[src/rtl/alu_seq_arbiter.sv]
// Two-requester WIDTH-bit add/subtract sharing one 4-bit slice, one nibble per cycle.
// Define ALU_SEQ_FIXED_PRIO_EN for fixed priority (requester 0 wins); default is round-robin.
module alu_seq_arbiter #(
  parameter int WIDTH = 16
) (
  input  logic             clk,
  input  logic             reset,
  input  logic             req0_valid,
  output logic             req0_ready,
  input  logic [WIDTH-1:0] req0_a,
  input  logic [WIDTH-1:0] req0_b,
  input  logic             req0_sub,
  input  logic             req1_valid,
  output logic             req1_ready,
  input  logic [WIDTH-1:0] req1_a,
  input  logic [WIDTH-1:0] req1_b,
  input  logic             req1_sub,
  output logic             rsp_valid,
  input  logic             rsp_ready,
  output logic             rsp_id,
  output logic [WIDTH-1:0] rsp_sum,
  output logic             rsp_carryout,
  output logic             rsp_overflow
);
  localparam int NIBBLES = WIDTH / 4;
  localparam int CNT_W   = $clog2(NIBBLES);

  typedef enum logic [1:0] {IDLE, RUN, DONE} state_t;

  state_t             state, next_state;
  logic [WIDTH-1:0]   a_reg, b_reg, result;
  logic               carry;
  logic               id;
  logic [CNT_W-1:0]   cnt;
  logic               grant0, grant1;
  logic               sel_sub;
  logic [WIDTH-1:0]   sel_a, sel_b;
  logic [4:0]         slice;
  logic               last_nib;

`ifndef ALU_SEQ_FIXED_PRIO_EN
  logic               last_grant;
`endif

  // Grant is only offered from IDLE, so ready is low in RUN and DONE.
  always_comb begin
    grant0 = 1'b0;
    grant1 = 1'b0;
    if (state == IDLE) begin
`ifdef ALU_SEQ_FIXED_PRIO_EN
      grant0 = req0_valid;
      grant1 = req1_valid & ~req0_valid;
`else
      if (req0_valid && req1_valid) begin
        grant0 = last_grant;
        grant1 = ~last_grant;
      end else begin
        grant0 = req0_valid;
        grant1 = req1_valid;
      end
`endif
    end
  end

  assign req0_ready = grant0;
  assign req1_ready = grant1;

  assign sel_a   = grant1 ? req1_a   : req0_a;
  assign sel_b   = grant1 ? req1_b   : req0_b;
  assign sel_sub = grant1 ? req1_sub : req0_sub;

  assign slice    = {1'b0, a_reg[4*int'(cnt) +: 4]} + {1'b0, b_reg[4*int'(cnt) +: 4]} + {4'b0, carry};
  assign last_nib = (cnt == CNT_W'(NIBBLES - 1));

  always_ff @(posedge clk) begin
    if (reset) state <= IDLE;
    else       state <= next_state;
  end

  always_comb begin
    next_state = state;
    case (state)
      IDLE: if (grant0 || grant1) next_state = RUN;
      RUN:  if (last_nib)         next_state = DONE;
      DONE: if (rsp_ready)        next_state = IDLE;
      default:                    next_state = IDLE;
    endcase
  end

  always_ff @(posedge clk) begin
    if (reset) begin
      a_reg  <= '0;
      b_reg  <= '0;
      result <= '0;
      carry  <= 1'b0;
      id     <= 1'b0;
      cnt    <= '0;
`ifndef ALU_SEQ_FIXED_PRIO_EN
      last_grant <= 1'b1;
`endif
    end else begin
      if (grant0 || grant1) begin
        a_reg <= sel_a;
        b_reg <= sel_sub ? ~sel_b : sel_b;
        carry <= sel_sub;
        cnt   <= '0;
        id    <= grant1;
`ifndef ALU_SEQ_FIXED_PRIO_EN
        last_grant <= grant1;
`endif
      end else if (state == RUN) begin
        result[4*int'(cnt) +: 4] <= slice[3:0];
        carry                    <= slice[4];
        cnt                      <= cnt + 1'b1;
      end
    end
  end

  assign rsp_valid    = (state == DONE);
  assign rsp_id       = id;
  assign rsp_sum      = result;
  assign rsp_carryout = carry;
  // b_reg already holds ~b for subtract, so this is the usual add-overflow rule.
  assign rsp_overflow = (a_reg[WIDTH-1] & b_reg[WIDTH-1] & ~result[WIDTH-1]) |
                        (~a_reg[WIDTH-1] & ~b_reg[WIDTH-1] & result[WIDTH-1]);
endmodule

[config.mk]
export PLATFORM = sky130hd
export DESIGN_NAME = alu_seq_arbiter
export DESIGN_NICKNAME = d
export VERILOG_FILES = /design/src/rtl/alu_seq_arbiter.sv
export SDC_FILE = /design/constraint.sdc
export NUM_CORES = 1
export LEC_CHECK = 0
export BUFFER_PORTS_ARGS = -buffer_cell sky130_fd_sc_hd__buf_2
export CAP_MARGIN = 10
export CORE_ASPECT_RATIO = 1.5
export CORE_MARGIN = 2
export CORE_UTILIZATION = 35
export CTS_CLUSTER_SIZE = 16
export DETAILED_ROUTE_END_ITERATION = 8
export GPL_TIMING_DRIVEN = 0
export PLACE_DENSITY_LB_ADDON = 0.25
export SYNTH_ARGS = -nofsm -noshare
export SYNTH_HDL_FRONTEND = slang
export SYNTH_SLANG_ARGS = --single-unit
[constraint.sdc]
create_clock -name clk -period 8.1 [get_ports clk]
set_input_delay 2.025 -clock clk [delete_from_list [all_inputs] [get_ports clk]]
set_output_delay 2.025 -clock clk [all_outputs]
set_load 0.005 [all_outputs]
# [Yosys cells after proc, flatten, opt, wreduce, memory -nomap -nowiden]
# Cells that the tools add are included.
[totals] word_cells=55 output_inout_bits=22 in_bits=71 ff_bits=55
[classes] eq_ne=6 n_reduce_logical=7 shifts=4 n_mux=15 n_bitwise=11 addsub=4
[op_table] cell="$mux W16" count=3
[op_table] cell="$neg A4 Y33" count=1
[op_table] cell="$shift A4 B33 Y16 const A" count=1
[op_table] cell="$shiftx A4 B33 Y16" count=1
[op_table] cell="$shiftx A16 B5 Y4" count=2
[op_table] cell="$bwmux W16" count=1
[op_table] cell="$not A16 Y16" count=1
[op_table] cell="$mux W1" count=7
[op_table] cell="$mux W2" count=3
[op_table] cell="$pmux W2 S3" count=1
[op_table] cell="$add A4 B4 Y5" count=1
[op_table] cell="$add A5 B1 Y5" count=1
[op_table] cell="$not A1 Y1" count=5
[op_table] cell="$and A1 B1 Y1" count=4
[op_table] cell="$eq A2 B2 Y1 const B" count=2
[op_table] cell="$ne A2 B1 Y1 const B" count=2
[op_table] cell="$reduce_and A3 Y1" count=1
[op_table] cell="$add A2 B1 Y2 const B" count=1
[op_table] cell="$eq A2 B1 Y1 const B" count=1
[op_table] cell="$logic_not A2 Y1" count=1
[op_table] cell="$ne A2 B2 Y1 const B" count=1
[op_table] cell="$reduce_and A2 Y1" count=1
[op_table] cell="$reduce_bool A2 Y1" count=1
[op_table] cell="$reduce_or A2 Y1" count=1
[op_table] cell="3 further kinds" count=3

# [Depth between registers and ports, before layout]
# Gate-level depths: netlist of the first run.
[depth] depth_word=6 mapped_depth=8

# [Worst setup path before layout of the first run]
# No wires, ideal clock.
[synth_path] path_kind="input to output" start="in req0_valid" end="out req1_ready" path_stages=4 required_time_ns=6.075 slack_ns=3.583 t_arrival_ns=2.492 path_cell_list="nand2_1 nand3_4 inv_6 buf_6"
[synth_via] elab_chain_cells=3
[synth_rtl] element="start, declared" line_no="8" text="input logic req0_valid,"
[synth_rtl] element="$logic_and A1 B1 Y1" line_no="54" text="if (req0_valid && req1_valid) begin"
[synth_rtl] element="$mux W1" line_no="54"
[synth_rtl] element="$mux W1" line_no="49" text="if (state == IDLE) begin"
[synth_rtl] element="end, declared" line_no="14" text="output logic req1_ready,"
# No other way between the ends.

# [Worst setup path in the final report of the first run]
# Same ends and word-level chain as after synthesis.

==> run_results.csv, run 1 <==
group,metric,value,unit
run,drv_cap,0,
cts,clk_latency,0.29,ns
grt,grt_pass1_wl,11900,µm
cts,root_buffer,"clkbuf_16",
floorplan,initial_core_util,36.1,%
cts,clk_pin_slew_worst_paths,0.07,ns
worst_setup_path,cp_cell_sequence,"buf_2 > nand2_1 > nand3_4 > inv_6 > buf_6 > buf_2",
routing,wl,7160,µm
worst_setup_path,critPathRequiredTime,6.08,ns
power_and_ir_drop,p_int,468,µW
finish,synthToLayoutAreaGrowth,23.5,%
routing,wl_per_cell,14.1,µm
timing,tightest_slew,0.624,ns
floorplan,rows,41,
routing,remaining_drc_errors,0,
floorplan,io_pins,93,
power_and_ir_drop,p_comb_share,22.1,%
floorplan,die_x,80.3,µm
timing,min_period,4.84,ns
routing,final_antenna_net_count,0,
synth,ys_seq_area_share,36.0,%
routing,vias,2508,
routing,drtIter0Drc,77,
timing,rsz0062_at_grt,"false",
power_and_ir_drop,p_total,643,µW
grt,first_global_vias,2531,
timing,maxSlewHeadroom,58.4,%
place,io_buffer_count,90,
finish,drive_above_1_share,34.3,%
routing,first_pass_iters,4,
worst_setup_path,cp-end-kind,"output pin",
cts,cts_tree,"built",
place,placed_area,3640,µm²
power_and_ir_drop,p_sw,175,µW
cts,post-cts-setup-buffers,0,
synth,syn_area_per_cell,9.99,µm²
worst_setup_path,critPathKind,"input port to output pin",
synth,ys_ff_latch,55,
power_and_ir_drop,ir_drop,0.123,mV
synth,synth_cells,306,
cts,ctsHtreeMaxLevel,2,
place,hpwl,5790,µm
timing,fmax,207,MHz
finish,regArea,1100,µm²
timing,skew,0.00808,ns
floorplan,core_area,8460,µm²
finish,final_cells,509,
grt,grt_max_degree,16,
synth,mappedNetlistNets,388,
timing,setup_viol,0,
cts,cts_buffers,5,
place,gp_congestion,0.780,
finish,stdcell_area,3770,µm²
synth,ys_types,45,
floorplan,dieArea,9510,µm²
power_and_ir_drop,pwr_density_cell,170,nW/µm²
grt,grt-ovfl-total,0,
synth,synth_warnings,0,
synth,syn_area,3060,µm²
finish,multi_input_area,1800,µm²
timing,final_max_slew_viol_count,0,
synth,synth.top_cell.area_share,36.0,%
floorplan,die_h,118,µm
worst_hold_path,hold_class,"register to register",
finish,n_fill_cell,862,
cts,clock-sinks,55,
grt,grt_usage,15.9,%
worst_setup_path,crit_slowest_cell,"nand3_4",
timing,hold_violations,0,
place,dp.cells,503,
timing,period_share,59.7,%
cts,cts_resized,0,
worst_setup_path,critical-path-max-stage-delay,0.16,ns
power_and_ir_drop,switching_share,27.2,%
outcome,status,"finished clean",
routing,vias_per_cell,4.93,
grt,antenna_found_initial,0,
power_and_ir_drop,power_frac_clock,31.5,%
power_and_ir_drop,seqPwrFrac,46.4,%
worst_setup_path,crit_path_frequent_cell,"buf_2",
timing,fin_setup_tns,0,ns
worst_setup_path,worstPathMaxFanout,10,
worst_setup_path,arrival,2.81,ns
finish,antenna_cells,0,
power_and_ir_drop,p_leak,1.61,nW
cts,hold_buffers,0,
synth,synthTopCellsByArea,"dfxtp_1 (36%), xnor2_1 (9.5%), nand2_1 (6.5%)",
worst_setup_path,cp-start-kind,"input port",
synth,yosysTopAreaCell,"dfxtp_1",
cts,cts_buffer_depth,2,
finish,final_nets,485,
==> per-stage QoR <==
| stage | setup slack [ns] | utilization (%) | hold WS [ns] |
|---|---|---|---|
| after detailed placement | 3.24 | 43.0 | 0.439 |
| after global routing | 3.20 | 44.6 | 0.475 |
| final | 3.26 | 44.6 | 0.449 |
| after global placement | 3.25 | 43.0 | 0.433 |
| after CTS | 3.24 | 44.6 | 0.449 |
| after floorplan | 3.58 | - | 0.420 |
==> cells by family after synthesis <==
family	synth area share [%]
DFF	36.0
muxes	11.5
AOI/OAI and AO/OA	15.9
and+or+nand+nor	17.0
xor gates and xnor gates	9.75
buffers and inverters	4.91
adders and majority gates	5.00
==> area by class of cell <==
type	count	share of cell area (%)
buffer	19	3.35
clock buffer	5	3.32
clock inverter	1	0.199
inverter	5	0.630
multi-input combinational	227	47.8
sequential	55	29.2
tap	107	3.55
timing repair buffer	90	11.9
==> path summary, 6_finish.rpt <==
kind	start	slack, ns	cells past startpoint	end
setup reg to reg	cnt[1]	5.05	7	rsp_sum[14]
setup / recovery	req0_valid	3.26	6	req1_ready
hold / removal	a_reg[0]	0.45	2	a_reg[0]
hold reg to reg	a_reg[0]	0.45	2	a_reg[0]
==> routing by layer <==
layer / vias up / global-route usage, % / part of all wire (%)
met1: 1162 / 18.1 / 41
met5: - / 0 / 0
met2: 56 / 29.4 / 54
met3: 6 / 2.52 / 3.5
li1: 1284 / - / -
met4: 0 / 4.87 / 1.5
==> synthesized netlist by cell type, drive strengths merged <==
cell type  instances
a2111oi            1
a211o              1
a211oi             1
a21o               1
a21oi              5
a22oi             13
a32o              16
a32oi              4
and2               1
and2b              1
and3               1
buf               16
clkbuf             3
dfxtp             55
fa                 2
ha                 9
inv                5
mux2i             17
mux4               8
nand2             54
nand3              1
nand3b             4
nor2              24
nor2b              2
nor4               1
nor4b              3
o21ai             18
o21bai             1
o2bb2ai            1
or2                2
or3b               1
xnor2             33
xor2               1
==> worst max-delay path, delay by kind of cell <==
| family | cells | cell delay [ns] |
|---|---|---|
| buffers and inverters | 4 | 0.53 |
| and+or+nand+nor | 2 | 0.26 |
==> placed cells by master (no fill, tap or decap), types with 2 or more instances in the layout <==
cell type  synthesis  final
o21ai_0            6      6
nand3b_4           2      2
nor2_1            22     22
dfxtp_1           55     55
a32o_1            16     16
buf_6              4      4
fa_1               2      2
a21oi_1            4      4
clkbuf_16          0      5
ha_1               9      9
nor2b_1            2      2
clkbuf_1           3      3
mux2i_1           17     17
a32oi_1            4      4
a22oi_1           13     13
buf_2             11    101
nand3b_1           2      2
xnor2_1           33     33
inv_1              4      4
mux4_2             8      8
nand2_1           53     53
nor4b_4            2      2
o21ai_1            9      9
o21ai_2            3      3
==> power groups by stage <==
| stage | Sequential (mW) | Clock, mW | Combinational (mW) |
|---|---|---|---|
| after global routing | 0.301 | 0.219 | 0.157 |
| after detailed placement | 0.305 | 0 | 0.144 |
| after floorplan | 0.302 | 0 | 0.0985 |
| final | 0.298 | 0.203 | 0.142 |
| after CTS | 0.299 | 0.206 | 0.144 |
| after global placement | 0.304 | 0 | 0.141 |
No activity file was read; power rests on OpenSTA's default activity.
==> inputs of run 2 (changes only) <==
Settings changed: ABC_AREA from default to 1.
Clock period 8.1 ns to 4.57 ns, I/O delays scaled along.
==> run_results.csv, run 2 <==
group,metric,value,unit
outcome,status,"finished clean",
place,dp.cells,639,
synth,synthArstFlopShare,0,%
cts,hold_buffers,0,
run,drv_cap,0,
grt,grt_pass1_wl,13400,µm
place,placed_area,3540,µm²
grt,first_global_vias,2985,
finish,antenna_cells,0,
timing,final_max_slew_viol_count,0,
floorplan,rows,41,
place,gp_congestion,0.825,
synth,synth_warnings,0,
floorplan,dieArea,9180,µm²
finish,drive_above_1_share,23.7,%
synth,yosysTopAreaCell,"dfxtp_1",
worst_hold_path,hold_class,"register to register",
routing,vias_per_cell,4.80,
timing,maxSlewHeadroom,60.1,%
worst_setup_path,cp-start-kind,"input port",
timing,tightest_slew,0.599,ns
routing,first_pass_iters,5,
timing,hold_violations,0,
cts,post-cts-setup-buffers,0,
finish,stdcell_area,3700,µm²
routing,wl_per_cell,12.7,µm
synth,ys_ff_latch,55,
power_and_ir_drop,p_total,1.24,mW
routing,drtIter0Drc,175,
cts,clk_latency,0.29,ns
worst_setup_path,cp-end-kind,"output pin",
grt,antenna_found_initial,0,
power_and_ir_drop,p_int,883,µW
cts,clk_pin_slew_worst_paths,0.06,ns
grt,grt-ovfl-total,0,
synth,yosys-top-cells-count,"nand2_1 (155), nor2_1 (62), dfxtp_1 (55)",
synth,synthTopCellsByArea,"dfxtp_1 (37%), nand2_1 (20%), nor2_1 (7.9%)",
worst_setup_path,critPathKind,"input port to output pin",
routing,wl,8170,µm
routing,final_antenna_net_count,0,
synth,synth_edf_count,0,
timing,period_share,70.0,%
cts,cts_resized,0,
timing,setup_viol,0,
power_and_ir_drop,p_sw,353,µW
worst_setup_path,worstPathMaxFanout,10,
synth,syn_area,2950,µm²
floorplan,core_area,8310,µm²
timing,skew,0.00478,ns
timing,min_period,3.20,ns
routing,remaining_drc_errors,0,
finish,final_nets,621,
synth,yosys.cell_count.top_type,"nand2_1",
power_and_ir_drop,power_frac_clock,33.9,%
worst_setup_path,arrival,2.06,ns
timing,rsz0062_at_grt,"false",
power_and_ir_drop,ir_drop,0.150,mV
finish,n_fill_cell,927,
synth,mappedNetlistNets,522,
finish,layout_commonest_cell,"nand2_1",
cts,cts_buffers,5,
grt,grt_max_degree,16,
synth,synth.top_cell.area_share,37.4,%
cts,cts_tree,"built",
cts,clock-sinks,55,
finish,final_cells,646,
place,io_buffer_count,92,
power_and_ir_drop,p_comb_share,22.0,%
cts,cts_buffer_depth,2,
synth,ys_seq_area_share,37.4,%
floorplan,io_pins,93,
worst_setup_path,critPathRequiredTime,3.43,ns
place,hpwl,6460,µm
synth,synth_cells,440,
timing,whs,0.457,ns
power_and_ir_drop,seqPwrFrac,44.1,%
floorplan,initial_core_util,35.4,%
timing,fmax,313,MHz
cts,root_buffer,"clkbuf_16",
power_and_ir_drop,switching_share,28.6,%
power_and_ir_drop,p_leak,1.74,nW
floorplan,die_h,116,µm
synth,ys_types,28,
synth,synth_ff_type,"dfxtp_1",
floorplan,die_x,78.9,µm
finish,layout_common_cells,"nand2_1 (155), buf_2 (102), nor2_1 (62), dfxtp_1 (55), o21ai_0 (41)",
grt,grt_usage,18.5,%
power_and_ir_drop,pwr_density_cell,334,nW/µm²
routing,vias,3099,
finish,synthToLayoutAreaGrowth,25.6,%
synth,syn_area_per_cell,6.69,µm²
timing,fin_setup_tns,0,ns
cts,ctsHtreeMaxLevel,2,
-- run 2: cell types whose count changed after synthesis, sizes merged, moves of 6 or more --
cell,change
o22ai,+8
xnor2,-33
mux2i,-17
inv,+9
nand3,+6
nand2,+105
a32o,-16
o21ai,+51
nor2,+42
mux4,-8
a21oi,+13
a22oi,-9
-- run 2: cells by family after synthesis --
group | share of synthesized area, %
compound gates | 17.9
fa+ha+maj | 5.18
buf+inv | 6.16
flops | 37.4
simple gates | 33.4
-- run 2: stage by stage --
step | setup slack, ns | utilization, %
after floorplan | 1.80 | -
after global placement | 1.40 | 42.6
after detailed placement | 1.36 | 42.6
after CTS | 1.36 | 44.5
after global routing | 1.29 | 44.5
final | 1.37 | 44.5
-- run 2: final cells by class --
type                       instances  area (µm²)  share of cell area (%)
multi-input combinational        348        1660                    45.0
sequential                        55        1100                    29.8
timing repair buffer              92         460                    12.4
tap                              107         134                    3.62
clock buffer                       6         129                    3.48
buffer                            22         125                    3.38
inverter                          15        56.3                    1.52
clock inverter                     1        30.0                   0.812
-- run 2: layer usage --
metal | GRT usage [%] | share of wire [%]
met1 | 20.0 | 40
met2 | 35.8 | 54
met3 | 2.24 | 3.3
met4 | 8.28 | 2.8
met5 | 0 | 0
-- run 2: worst max-delay path: stages --
cell     delay, ns
buf_2         0.12
nand2_1       0.10
nand3_4       0.16
inv_2         0.16
buf_2         0.23
buf_2         0.15
-- run 2: final timing paths --
| check | startpoint | depth (start not counted) | endpoint | slack, ns |
|---|---|---|---|---|
| worst min register to register | b_reg[9] | 2 | b_reg[9] | 0.46 |
| worst max register to register | cnt[1] | 13 | rsp_sum[14] | 1.52 |
| worst max-delay path | req0_valid | 6 | req1_ready | 1.37 |
| worst min-delay path | b_reg[9] | 2 | b_reg[9] | 0.46 |
-- run 2: power groups by stage --
stage / combinational [mW] / clock, mW / sequential [mW]
after global placement: 0.268 / 0 / 0.555
after detailed placement: 0.274 / 0 / 0.556
after global routing: 0.313 / 0.444 / 0.549
final: 0.272 / 0.419 / 0.545
after floorplan: 0.182 / 0 / 0.548
after CTS: 0.275 / 0.427 / 0.545
==> inputs of run 3 (changes only) <==
Clock period 4.57 ns to 2.63 ns, I/O delays scaled along.
==> run_results.csv, run 3 (synthesized netlist as in run 2, its figures left out) <==
group,metric,value,unit
cts,clk_latency,0.29,ns
timing,period_share,92.6,%
worst_setup_path,regToRegStartpoint,"cnt[0]",
worst_setup_path,rrSetupSlack,0.19,ns
timing,fmax,410,MHz
power_and_ir_drop,p_int,1.54,mW
finish,multi_input_area,1670,µm²
timing,setup_viol,0,
finish,utilization,44.9,%
finish,final_nets,621,
power_and_ir_drop,pwr_density_cell,579,nW/µm²
worst_setup_path,critPathRequiredTime,2.80,ns
run,drv_cap,0,
worst_setup_path,cp_cell_sequence,"inv_1 > buf_2 > o21ai_0 > o22ai_1 > fa_2 > fa_1 > nor2_1 > nor2_4 > nand2_1 > nor2_1 > a22oi_1 > nor2_1",
timing,hold_violations,0,
place,io_buffer_count,92,
finish,synthToLayoutAreaGrowth,26.6,%
timing,skew,0.00783,ns
grt,grt_pass1_wl,13400,µm
place,hpwl,6460,µm
grt,grt_usage,18.5,%
worst_setup_path,crit_slowest_cell,"dfxtp_4",
timing,final_max_slew_viol_count,0,
finish,antenna_cells,0,
routing,vias_per_cell,4.76,
worst_hold_path,hold_class,"register to register",
grt,first_global_vias,2985,
floorplan,die_x,78.9,µm
cts,clk_pin_slew_worst_paths,0.06,ns
worst_setup_path,worstRegToRegCells,12,
routing,drtIter0Drc,158,
floorplan,rows,41,
worst_hold_path,hold_start,"b_reg[13]",
worst_setup_path,r2r-end,"rsp_sum[6]",
finish,layout_common_cells,"nand2_1 (155), buf_2 (104), nor2_1 (61), dfxtp_1 (53), o21ai_0 (40)",
power_and_ir_drop,p_comb_share,22.3,%
timing,tightest_slew,0.422,ns
place,dp_slack,-0.327,ns
worst_hold_path,hold_depth,2,
finish,regArea,1110,µm²
worst_setup_path,worstPathMaxFanout,10,
power_and_ir_drop,p_sw,616,µW
timing,min_period,2.44,ns
cts,cts_tree,"built",
power_and_ir_drop,ir_drop,0.261,mV
timing,maxSlewHeadroom,71.8,%
power_and_ir_drop,switching_share,28.5,%
routing,final_antenna_net_count,0,
worst_setup_path,crit_path_frequent_cell,"nor2_1",
grt,grt-ovfl-total,0,
worst_setup_path,cp-start-kind,"register",
power_and_ir_drop,p_total,2.16,mW
routing,vias,3076,
routing,wl_per_cell,12.6,µm
cts,cts_buffer_depth,2,
grt,grt_max_degree,20,
finish,layout_commonest_cell,"nand2_1",
place,placed_area,3540,µm²
cts,cts_buffers,5,
routing,remaining_drc_errors,0,
worst_setup_path,arrival,2.61,ns
worst_setup_path,critical-path-max-stage-delay,0.39,ns
routing,wl,8130,µm
worst_setup_path,critPathBufInv,2,
timing,rsz0062_at_grt,"false",
worst_setup_path,cp-end-kind,"register",
floorplan,core_area,8310,µm²
floorplan,dieArea,9180,µm²
cts,root_buffer,"clkbuf_16",
power_and_ir_drop,p_leak,1.75,nW
place,gp_congestion,0.825,
finish,n_fill_cell,924,
floorplan,die_h,116,µm
timing,setup_ws,0.193,ns
outcome,status,"finished clean",
floorplan,initial_core_util,35.4,%
worst_setup_path,critPathKind,"register to register",
power_and_ir_drop,seqPwrFrac,43.9,%
cts,clock-sinks,55,
worst_setup_path,cpLargestDelayFamily,"adder cells",
floorplan,io_pins,93,
power_and_ir_drop,power_frac_clock,33.8,%
routing,first_pass_iters,4,
grt,antenna_found_initial,0,
finish,stdcell_area,3730,µm²
worst_hold_path,holdPathEnd,"b_reg[13]",
cts,ctsHtreeMaxLevel,2,
finish,drive_above_1_share,25.4,%
## run 3: cell count changes in the layout (fill, tap and decap cells not counted), moves of 2 or more
cell	change
buf_2	+2
dfxtp_1	-2
buf_4	+2
clkbuf_1	-4
## run 3: timing repair
item / 4_1_cts / 5_1_grt
resized for setup: 8 / 9
pin swaps: 0 / 0
cloned: 0 / 0
setup buffers: 1 / 0
setup endpoints to repair: 7 / 7
hold buffers: 0 / 0
## run 3: layer usage
metal / part of all wire, % / track usage [%] / wire [µm] / vias up
met3: 3.5 / 2.24 / 285 / 12
li1: - / - / - / 1628
met2: 54 / 36.0 / 4370 / 65
met5: 0 / 0 / 0 / -
met4: 2.4 / 7.82 / 199 / 0
met1: 40 / 19.9 / 3280 / 1371
## run 3: power groups by stage
stage / clock network, mW / logic [mW] / registers [mW]
detailed placement: 0 / 0.476 / 0.965
floorplan: 0 / 0.316 / 0.951
global placement: 0 / 0.466 / 0.965
global route: 0.772 / 0.553 / 0.954
CTS: 0.742 / 0.480 / 0.948
finish: 0.728 / 0.482 / 0.947
## run 3: metrics by stage
step                instances  TNS, ns  hold slack (ns)
global placement          639   -0.972            0.447
floorplan                 440        0            0.429
finish                    646        0            0.455
global route              646        0            0.482
detailed placement        639    -1.30            0.447
CTS                       646        0            0.458
## run 3: how the worst max path moves through the flow
stage	from	end	slack, ns	cells past startpoint
2_1_floorplan	cnt[0]	rsp_sum[14]	0.26	13
4_1_cts	cnt[0]	rsp_sum[6]	0.006	13
6_report	cnt[0]	rsp_sum[6]	0.19	12
3_3_place_gp	cnt[1]	rsp_sum[6]	-0.27	13
5_1_grt	cnt[0]	rsp_sum[6]	0.03	12
3_5_place_dp	cnt[1]	rsp_sum[6]	-0.33	13
## run 3: worst reg2reg max path, cell delays in order (launching register included)
cell     delay, ns
dfxtp_4       0.39
inv_1         0.07
buf_2         0.20
o21ai_0       0.17
o22ai_1       0.13
fa_2          0.39
fa_1          0.39
nor2_1        0.19
nor2_4        0.07
nand2_1       0.07
nor2_1        0.06
a22oi_1       0.14
nor2_1        0.06
## run 3: final cells by class
| cell class | count | area share (%) |
|---|---|---|
| plain buffers | 21 | 3.42 |
| inverters | 15 | 1.61 |
| well taps | 107 | 3.59 |
| flip-flops and latches | 55 | 29.7 |
| multi-input cells | 348 | 44.9 |
| repair buffers | 93 | 12.6 |
| clock buffers | 6 | 3.46 |
| clock inverters | 1 | 0.806 |
